[src/rtl/cpu_clk_pkg.sv]
// Shared encodings for the CPU run/step/halt clock controller.
// Latency: n/a (constants only).  Backpressure: n/a.
package cpu_clk_pkg;
    localparam logic [1:0] ST_HALT     = 2'd0;
    localparam logic [1:0] ST_RUN      = 2'd1;
    localparam logic [1:0] ST_STEP     = 2'd2;
    localparam int         SYNC_STAGES = 2;
endpackage

[src/rtl/cpu_clk_ctrl_btn_debounce.sv]
// Debounces an already-synchronised button level; emits a pulse on accepted 0->1.
// Latency: DB_CYCLES clk of stable input, then level/rise registered.  Backpressure: none.
module btn_debounce #(
    parameter int DB_CYCLES = 1000000
) (
    input  logic clk,
    input  logic rst,
    input  logic din,
    output logic level,
    output logic rise
);
    localparam int CW = (DB_CYCLES < 2) ? 1 : $clog2(DB_CYCLES + 1);

    logic [CW-1:0] cnt_q, cnt_d;
    logic          level_q, level_d;
    logic          rise_q, rise_d;

    // Counter only runs while input disagrees with the accepted level; any agreement restarts it.
    always_comb begin
        cnt_d   = '0;
        level_d = level_q;
        rise_d  = 1'b0;
        if (din != level_q) begin
            if (cnt_q == CW'(DB_CYCLES - 1)) begin
                level_d = din;
                rise_d  = din;
            end else begin
                cnt_d = cnt_q + CW'(1);
            end
        end
    end

    always_ff @(posedge clk or negedge rst) begin
        if (!rst) begin
            cnt_q   <= '0;
            level_q <= 1'b0;
            rise_q  <= 1'b0;
        end else begin
            cnt_q   <= cnt_d;
            level_q <= level_d;
            rise_q  <= rise_d;
        end
    end

    assign level = level_q;
    assign rise  = rise_q;
endmodule

[src/rtl/cpu_clk_ctrl.sv]
// Run/step/halt controller issuing one-clk cpu_ce pulses per divided-clock rise; optional BREAKPOINT_EN.
// Latency: tick_in rise -> cpu_ce 3 clk (2 sync + registered output).  Backpressure: none, at most one ce per tick.
module cpu_clk_ctrl
    import cpu_clk_pkg::*;
#(
    parameter int DB_CYCLES = 1000000,
    parameter int CNT_W     = 32
) (
    input  logic             clk,
    input  logic             rst,
    input  logic             tick_in,
    input  logic             step_btn,
    input  logic             run_sw,
    input  logic             halt_in,
    input  logic [31:0]      pc,
    input  logic [31:0]      bp_addr,
    output logic             cpu_ce,
    output logic [CNT_W-1:0] cycle_cnt,
    output logic             halted
);
    logic [SYNC_STAGES-1:0] tick_sync_q, tick_sync_d;
    logic [SYNC_STAGES-1:0] btn_sync_q, btn_sync_d;
    logic [SYNC_STAGES-1:0] run_sync_q, run_sync_d;
    logic                   tick_prev_q, tick_prev_d;
    logic [1:0]             state_q, state_d;
    logic                   ce_q, ce_d;
    logic [CNT_W-1:0]       cnt_q, cnt_d;
    logic                   halted_q, halted_d;
    logic                   tick_rise, run_s, step_req, btn_level, bp_hit;

`ifdef BREAKPOINT_EN
    assign bp_hit = (pc == bp_addr);
`else
    logic unused_bp;
    assign unused_bp = ^{pc, bp_addr};
    assign bp_hit    = 1'b0;
`endif

    assign tick_rise = tick_sync_q[SYNC_STAGES-1] & ~tick_prev_q;
    assign run_s     = run_sync_q[SYNC_STAGES-1];

    btn_debounce #(.DB_CYCLES(DB_CYCLES)) u_step_db (
        .clk   (clk),
        .rst   (rst),
        .din   (btn_sync_q[SYNC_STAGES-1]),
        .level (btn_level),
        .rise  (step_req)
    );

    always_comb begin
        tick_sync_d = {tick_sync_q[SYNC_STAGES-2:0], tick_in};
        btn_sync_d  = {btn_sync_q[SYNC_STAGES-2:0], step_btn};
        run_sync_d  = {run_sync_q[SYNC_STAGES-2:0], run_sw};
        tick_prev_d = tick_sync_q[SYNC_STAGES-1];
        state_d     = state_q;
        ce_d        = 1'b0;
        unique case (state_q)
            ST_HALT: begin
                if (run_s && !halt_in && !bp_hit) state_d = ST_RUN;
                else if (step_req)                state_d = ST_STEP;
            end
            // Leaving RUN suppresses a coincident tick so the core never advances past a halt.
            ST_RUN: begin
                if (halt_in || !run_s || bp_hit) state_d = ST_HALT;
                else if (tick_rise)              ce_d    = 1'b1;
            end
            ST_STEP: begin
                if (tick_rise) begin
                    ce_d    = 1'b1;
                    state_d = ST_HALT;
                end
            end
            default: state_d = ST_HALT;
        endcase
        cnt_d    = cnt_q + CNT_W'(ce_d);
        halted_d = (state_d == ST_HALT);
    end

    always_ff @(posedge clk or negedge rst) begin
        if (!rst) begin
            tick_sync_q <= '0;
            btn_sync_q  <= '0;
            run_sync_q  <= '0;
            tick_prev_q <= 1'b0;
            state_q     <= ST_HALT;
            ce_q        <= 1'b0;
            cnt_q       <= '0;
            halted_q    <= 1'b1;
        end else begin
            tick_sync_q <= tick_sync_d;
            btn_sync_q  <= btn_sync_d;
            run_sync_q  <= run_sync_d;
            tick_prev_q <= tick_prev_d;
            state_q     <= state_d;
            ce_q        <= ce_d;
            cnt_q       <= cnt_d;
            halted_q    <= halted_d;
        end
    end

    logic unused_level;
    assign unused_level = btn_level;

    assign cpu_ce    = ce_q;
    assign cycle_cnt = cnt_q;
    assign halted    = halted_q;
endmodule
[config.mk]
export PLATFORM = sky130hd
export DESIGN_NAME = cpu_clk_ctrl
export DESIGN_NICKNAME = d
export VERILOG_FILES = /design/src/rtl/cpu_clk_pkg.sv /design/src/rtl/cpu_clk_ctrl_btn_debounce.sv /design/src/rtl/cpu_clk_ctrl.sv
export SDC_FILE = /design/constraint.sdc
export NUM_CORES = 1
export LEC_CHECK = 0
export BUFFER_PORTS_ARGS = -buffer_cell sky130_fd_sc_hd__buf_2
export CAP_MARGIN = 20
export CORE_AREA = 2 2 88 90
export CTS_CLUSTER_DIAMETER = 150
export DETAILED_ROUTE_END_ITERATION = 10
export DIE_AREA = 0 0 90 92
export GPL_ROUTABILITY_DRIVEN = 0
export PLACE_DENSITY = 0.67
export SETUP_SLACK_MARGIN = 0.5
export SLEW_MARGIN = 20
export SYNTH_ARGS = -nofsm -noshare
export SYNTH_HDL_FRONTEND = slang
export SYNTH_SLANG_ARGS = --single-unit
[constraint.sdc]
create_clock -name clk -period 2.95 [get_ports clk]
set_input_delay 0.4425 -clock clk [delete_from_list [all_inputs] [get_ports clk]]
set_output_delay 0.4425 -clock clk [all_outputs]
set_load 0.01 [all_outputs]
## After elaboration in Yosys (flattened, before gate mapping)

Index checks and enable logic that the tools add are counted.

- Logic and storage cells: 38
- Register bits after elaboration: 65
- Input port bits: 70

- Bitwise operators: 2
- $add $sub $neg: 2
- Reduce and logical (&&, ||, !) cells: 7
- Equality and inequality tests: 4
- Multiplexer cells: 12

Operators with widths:

| kind | count |
|---|---|
| $mux 20 | 2 |
| $add 32x1->32 | 1 |
| $add 20x1->20 const B | 1 |
| $eq 20x20->1 const B | 1 |
| $mux 2 | 4 |
| $pmux 2 s3 | 1 |
| $logic_not 2->1 | 2 |
| $mux 1 | 4 |
| $eq 2x1->1 const B | 1 |
| $eq 2x2->1 const B | 1 |
| $logic_not 1->1 | 2 |
| $pmux 1 s2 | 1 |
| $reduce_and 2->1 | 1 |
| $and 1x1->1 | 1 |
| $logic_and 1x1->1 | 1 |
| $logic_or 1x1->1 | 1 |
| $ne 1x1->1 | 1 |
| $not 1->1 | 1 |

## Logic depth before layout (Yosys ltp)

- Depth in word-level cells: 6
- Mapped depth: 11
- Gate-level depth less buffers: 11

## By module

From an unflattened synthesis, not the netlist that was laid out.

- Cells, all modules: 269
- Area total of the unflattened synthesis: 3035.4 sq um

By module, submodules not included:

| module | sequential area each (sq um) | area an instance (sq um) | times used | cells an instance |
|---|---|---|---|---|
| cpu_clk_ctrl | 1077.3 | 1900.6 | 1 | 164 |
| btn_debounce | 550.5 | 1134.8 | 1 | 105 |

## Worst setup path after synthesis

No wires, ideal clock.

- Path type: register -> register
- Start point: register state_q[1]
- End point: register cnt_q[24], in the netlist cycle_cnt[24]
- Arrival: 2.317 ns
- Library setup time: 0.080 ns
- Cell stages (with the launch flop): 12
- Data required time: 2.870 ns
- Path buffers: 0
- Setup slack: 0.553 ns
- Path through: dfrtp_1 inv_1 ha_1 and3b_1 nor2_1 nor3b_1 ha_1 ha_1 and4_1 nand2_1 nor4_1 xnor2_1

- Longest elaborated chain between the ends: 3
- Elaborated cells on any way between the ends: 4
- Those cells by class: add/sub: 1; eq/ne: 2; mux: 1

Ends and longest elaborated chain:

| item | line | RTL |
|---|---|---|
| start, declared | cpu_clk_ctrl.sv:25 | `logic [1:0] state_q, state_d;` |
| start signal, assigned | cpu_clk_ctrl.sv:94 | `state_q <= state_d;` |
| $eq 2x2->1 / $eq 2x1->1 (equally long branches) | cpu_clk_ctrl.sv:57 | `unique case (state_q)` |
| $pmux 1 s2 * | cpu_clk_ctrl.sv:57 |  |
| via ce_d | cpu_clk_ctrl.sv:26 | `logic ce_q, ce_d;` |
| $add 32x1->32 * | cpu_clk_ctrl.sv:75 | `cnt_d = cnt_q + CNT_W'(ce_d);` |
| via cnt_d[24] | cpu_clk_ctrl.sv:27 | `logic [CNT_W-1:0] cnt_q, cnt_d;` |
| end signal, assigned | cpu_clk_ctrl.sv:96 | `cnt_q <= cnt_d;` |
| end, declared | cpu_clk_ctrl.sv:27 |  |

The timed path passes the listed nets; every way through them passes the cells marked *.
A chain may end at the register's enable or synchronous reset.

## Final worst setup path

- Start point: register state_q[1]
- End point: register cnt_q[18], in the netlist cycle_cnt[18]

The elaborated chain is that of the path after synthesis.

==> summary.md <==
| Metric | Value |
|---|---|
| Synth Instances | between 200 and 300 |
| Vias | 2123 |
| First-pass detailed-route iteration total | 4 |
| CP Launch Type | flip-flop |
| Pwr dens | roughly 520 nW/µm² |
| Die W | ~90 µm |
| Post-synthesis sequential area ratio | 54.7% |
| Final ANT Viol Nets | 0 |
| Setup slack after placement | a little over 100 ps |
| CTS sink count | 65 |
| Number of global-route vias before repair | about 2000 |
| Initial Utilization | between 30% and 40% |
| Slowest cell on the critical path | dfrtp_2 |
| Synth area leader | dfrtp_1 |
| Async SR Flop Fraction | 100% |
| Yosys warns | 0 |
| GR Util All Layers | around 14% |
| Worst Tran Pin Value | 793 ps |
| HPWL Detailed | between 3 and 4 mm |
| Relative slew slack | a little under half |
| Clock transition at path regs | roughly 70 ps |
| Commonest cells in the netlist | dfrtp_1, xor2_1, nor2_1 |
| Die Y | between 90 and 100 µm |
| Clock share of power | around 44% |
| Status | completed |
| Synth cell types | 39 |
| Crit-path most repeated cell | ha_4 |
| Avg WL per Cell | around 13 µm |
| I/O pins | 104 |
| CTS root buf | clkbuf_8 |
| Ordered list of cells on the worst path | inv_2 > ha_4 > and3b_1 > nor2_1 > nor3b_2 > ha_2 > ha_4 > and4_4 > nand3_4 > nor3_4 > xor2_1 |
| Arr. time, crit path | 2660 ps |
| Worst vdd ir | 0.000179 V |
| Die area | just over 8000 µm² |
| Clk_skew | roughly 9.4 ps |
| Combinational share of power | roughly 6.5% |
| Share of cells above drive strength 1 | between 20 and 30% |
| Crit end category | flip-flop |
| Largest net degree at the start of global routing | 66 |
| Worst min path class | in -> reg |
| Share of power burned in registers | roughly half |
| Clk_lat worst skew | between 300 and 400 ps |
| WL final | roughly 5.6 mm |
| Diodes inserted | 0 |
| Yosys reg bits | 65 |
| Initial antenna violation count | 0 |
| FILL cells | around 670 |
| Switching Fraction | a little over a fifth |
| Power Internal | between 1500 and 2000 µW |
| GR Overflow Total | 0 |
| Syn Area/Cell | around 11 µm² |
| Layout area overhead | 24.6% |
| Final hold violation count | 0 |
| CP required | 3210 ps |
| Final Power | approximately 1900 µW |
| H-tree depth | 3 |
| Fmax | roughly 420 MHz |
| Post-route setup slack | 548 ps |
| Leak Pwr | around 0.0018 µW |
| Yosys top cell area share | between 50% and 60% |
| Core area | between 7000 and 8000 µm² |
| WS Path Type | reg -> reg |
| RSZ-0062 raised after global routing | yes |
| Endpoints failing setup | 0 |
| DRC Markers | 0 |
| Switch Pwr | approximately 420 µW |
| Count leader, synth | dfrtp_1 |
| Hold-fix buffers, CTS | 0 |
| Min cycle time layout | about 2400 ps |
| Vias per cell | 4.93 |
| CTS buffer count | 9 |
| FP Rows | 32 |
| Largest cells by area after synthesis | dfrtp_1, xor2_1, xnor2_1 |
| Mapped cell area | between 2000 and 3000 µm² |
| Syn_nets | 347 |
| Wire length of the first global-routing pass | approximately 9.6 mm |
| CP peak stage delay | about 420 ps |
| DRT iter0 DRCs | approximately 140 |
| Final Util | about half |
| # port buffers | 39 |
| Setup TNS Final | 0 ps |
| Maximum clock path buffer count | 2 |
| Max Fanout on Critical Path | 5 |
| Slew Limit Fails | 0 |
| Tcrit/Tclk final | between 80% and 90% |
| Max-cap violations | 0 |
| Main flop type after synthesis | dfrtp_1 |
| CTS tree | built |
| Fin nets | around 400 |
| Post-synth EDFFs | 0 |
## what timing repair did
| action | CTS | global route |
|---|---|---|
| buffers inserted | 0 | 8 |
| endpoints found under the setup margin | 23 | 23 |
| resized for setup | 10 | 22 |
| pin swaps | 3 | 11 |
## per-stage QoR
stage               hold slack [ps]  cell area, µm²  cells
floorplan                       147            2970    269
detailed placement              341            3280    407
global route                    185            3700    431
global placement                334            3280    407
finish                          210            3700    431
CTS                             189            3550    423
## layout by cell type (no fill, tap or decap), types with 4 or more instances in the layout
| cell type | instances |
|---|---|
| dfrtp_1 | 62 |
| buf_2 | 39 |
| xor2_1 | 28 |
| nand4_1 | 13 |
| buf_4 | 9 |
| o21ai_0 | 6 |
| nand3_1 | 19 |
| a21oi_1 | 8 |
| or3_1 | 5 |
| nor2_1 | 21 |
| nor3_2 | 6 |
| ha_1 | 4 |
| nand2_1 | 15 |
| xnor2_1 | 14 |
| clkbuf_8 | 11 |
| and4_1 | 4 |
| and3_1 | 5 |
| inv_1 | 9 |
## cell type report
class                           instances  area (µm²)  area share, %
Inverter                               10        37.5           1.01
Sequential cell                        65        1630           44.0
Multi-Input combinational cell        189        1410           38.1
Clock buffer                           14         163           4.39
Timing Repair Buffer                   49         274           7.40
Tap cell                              102         128           3.44
Clock inverter                          2        60.1           1.62
## logic make-up (layout without fill, tap and decap cells)
logic type / Yosys count / count (layout) / share of synthesized area [%]
AO/OA/AOI/OAI: 21 / 21 / 4.25
XOR/XNOR: 42 / 42 / 12.4
adder cells (fa/ha/maj): 8 / 8 / 3.37
buffers and inverters: 15 / 75 / 2.23
flip-flops: 65 / 65 / 54.7
multiplexers: 1 / 1 / 0.379
AND/OR/NAND/NOR: 117 / 117 / 22.7
## flip-flops by register name, indices dropped and copies added (netlist names)
register         flops
halted               1
tick_sync_q          2
u_step_db.level      1
btn_sync_q           2
tick_prev_q          1
cycle_cnt           32
u_step_db.cnt_q     20
run_sync_q           2
cpu_ce               1
u_step_db.rise       1
state_q              2
## power by group through the flow
stage | clock network [µW] | registers, µW | logic [µW]
floorplan | 0 | 974 | 56.5
global placement | 0 | 968 | 118
detailed placement | 0 | 970 | 121
CTS | 860 | 954 | 122
global route | 902 | 965 | 146
finish | 837 | 961 | 125
## path summary, 6_finish.rpt
path                       depth (start not counted)            from  slack, ps        endpoint
max                                               11      state_q[1]        550   cycle_cnt[18]
min                                                1          run_sw        210   run_sync_q[0]
max reg2reg                                       11      state_q[1]        550   cycle_cnt[18]
min reg2reg                                        0  tick_sync_q[0]        360  tick_sync_q[1]
max in group asynchronous                          2             rst       2110      state_q[1]
min in group asynchronous                          2             rst        290      state_q[0]
## routing by layer
metal	vias to the layer above	share of wire, %	GRT usage [%]
li1	1051	-	-
met4	0	1.6	5.64
met5	-	0	0
met2	35	47	22.5
met3	7	4.1	5.34
met1	1030	48	18.5
## worst max-delay path: cells and delay by family (launching register included)
kind	cells	cell delay [ps]
flops	1	420
fa+ha+maj	3	530
xor+xnor	1	170
simple gates	6	1150
buf+inv	1	80
No activity file was read; power rests on OpenSTA's default activity.
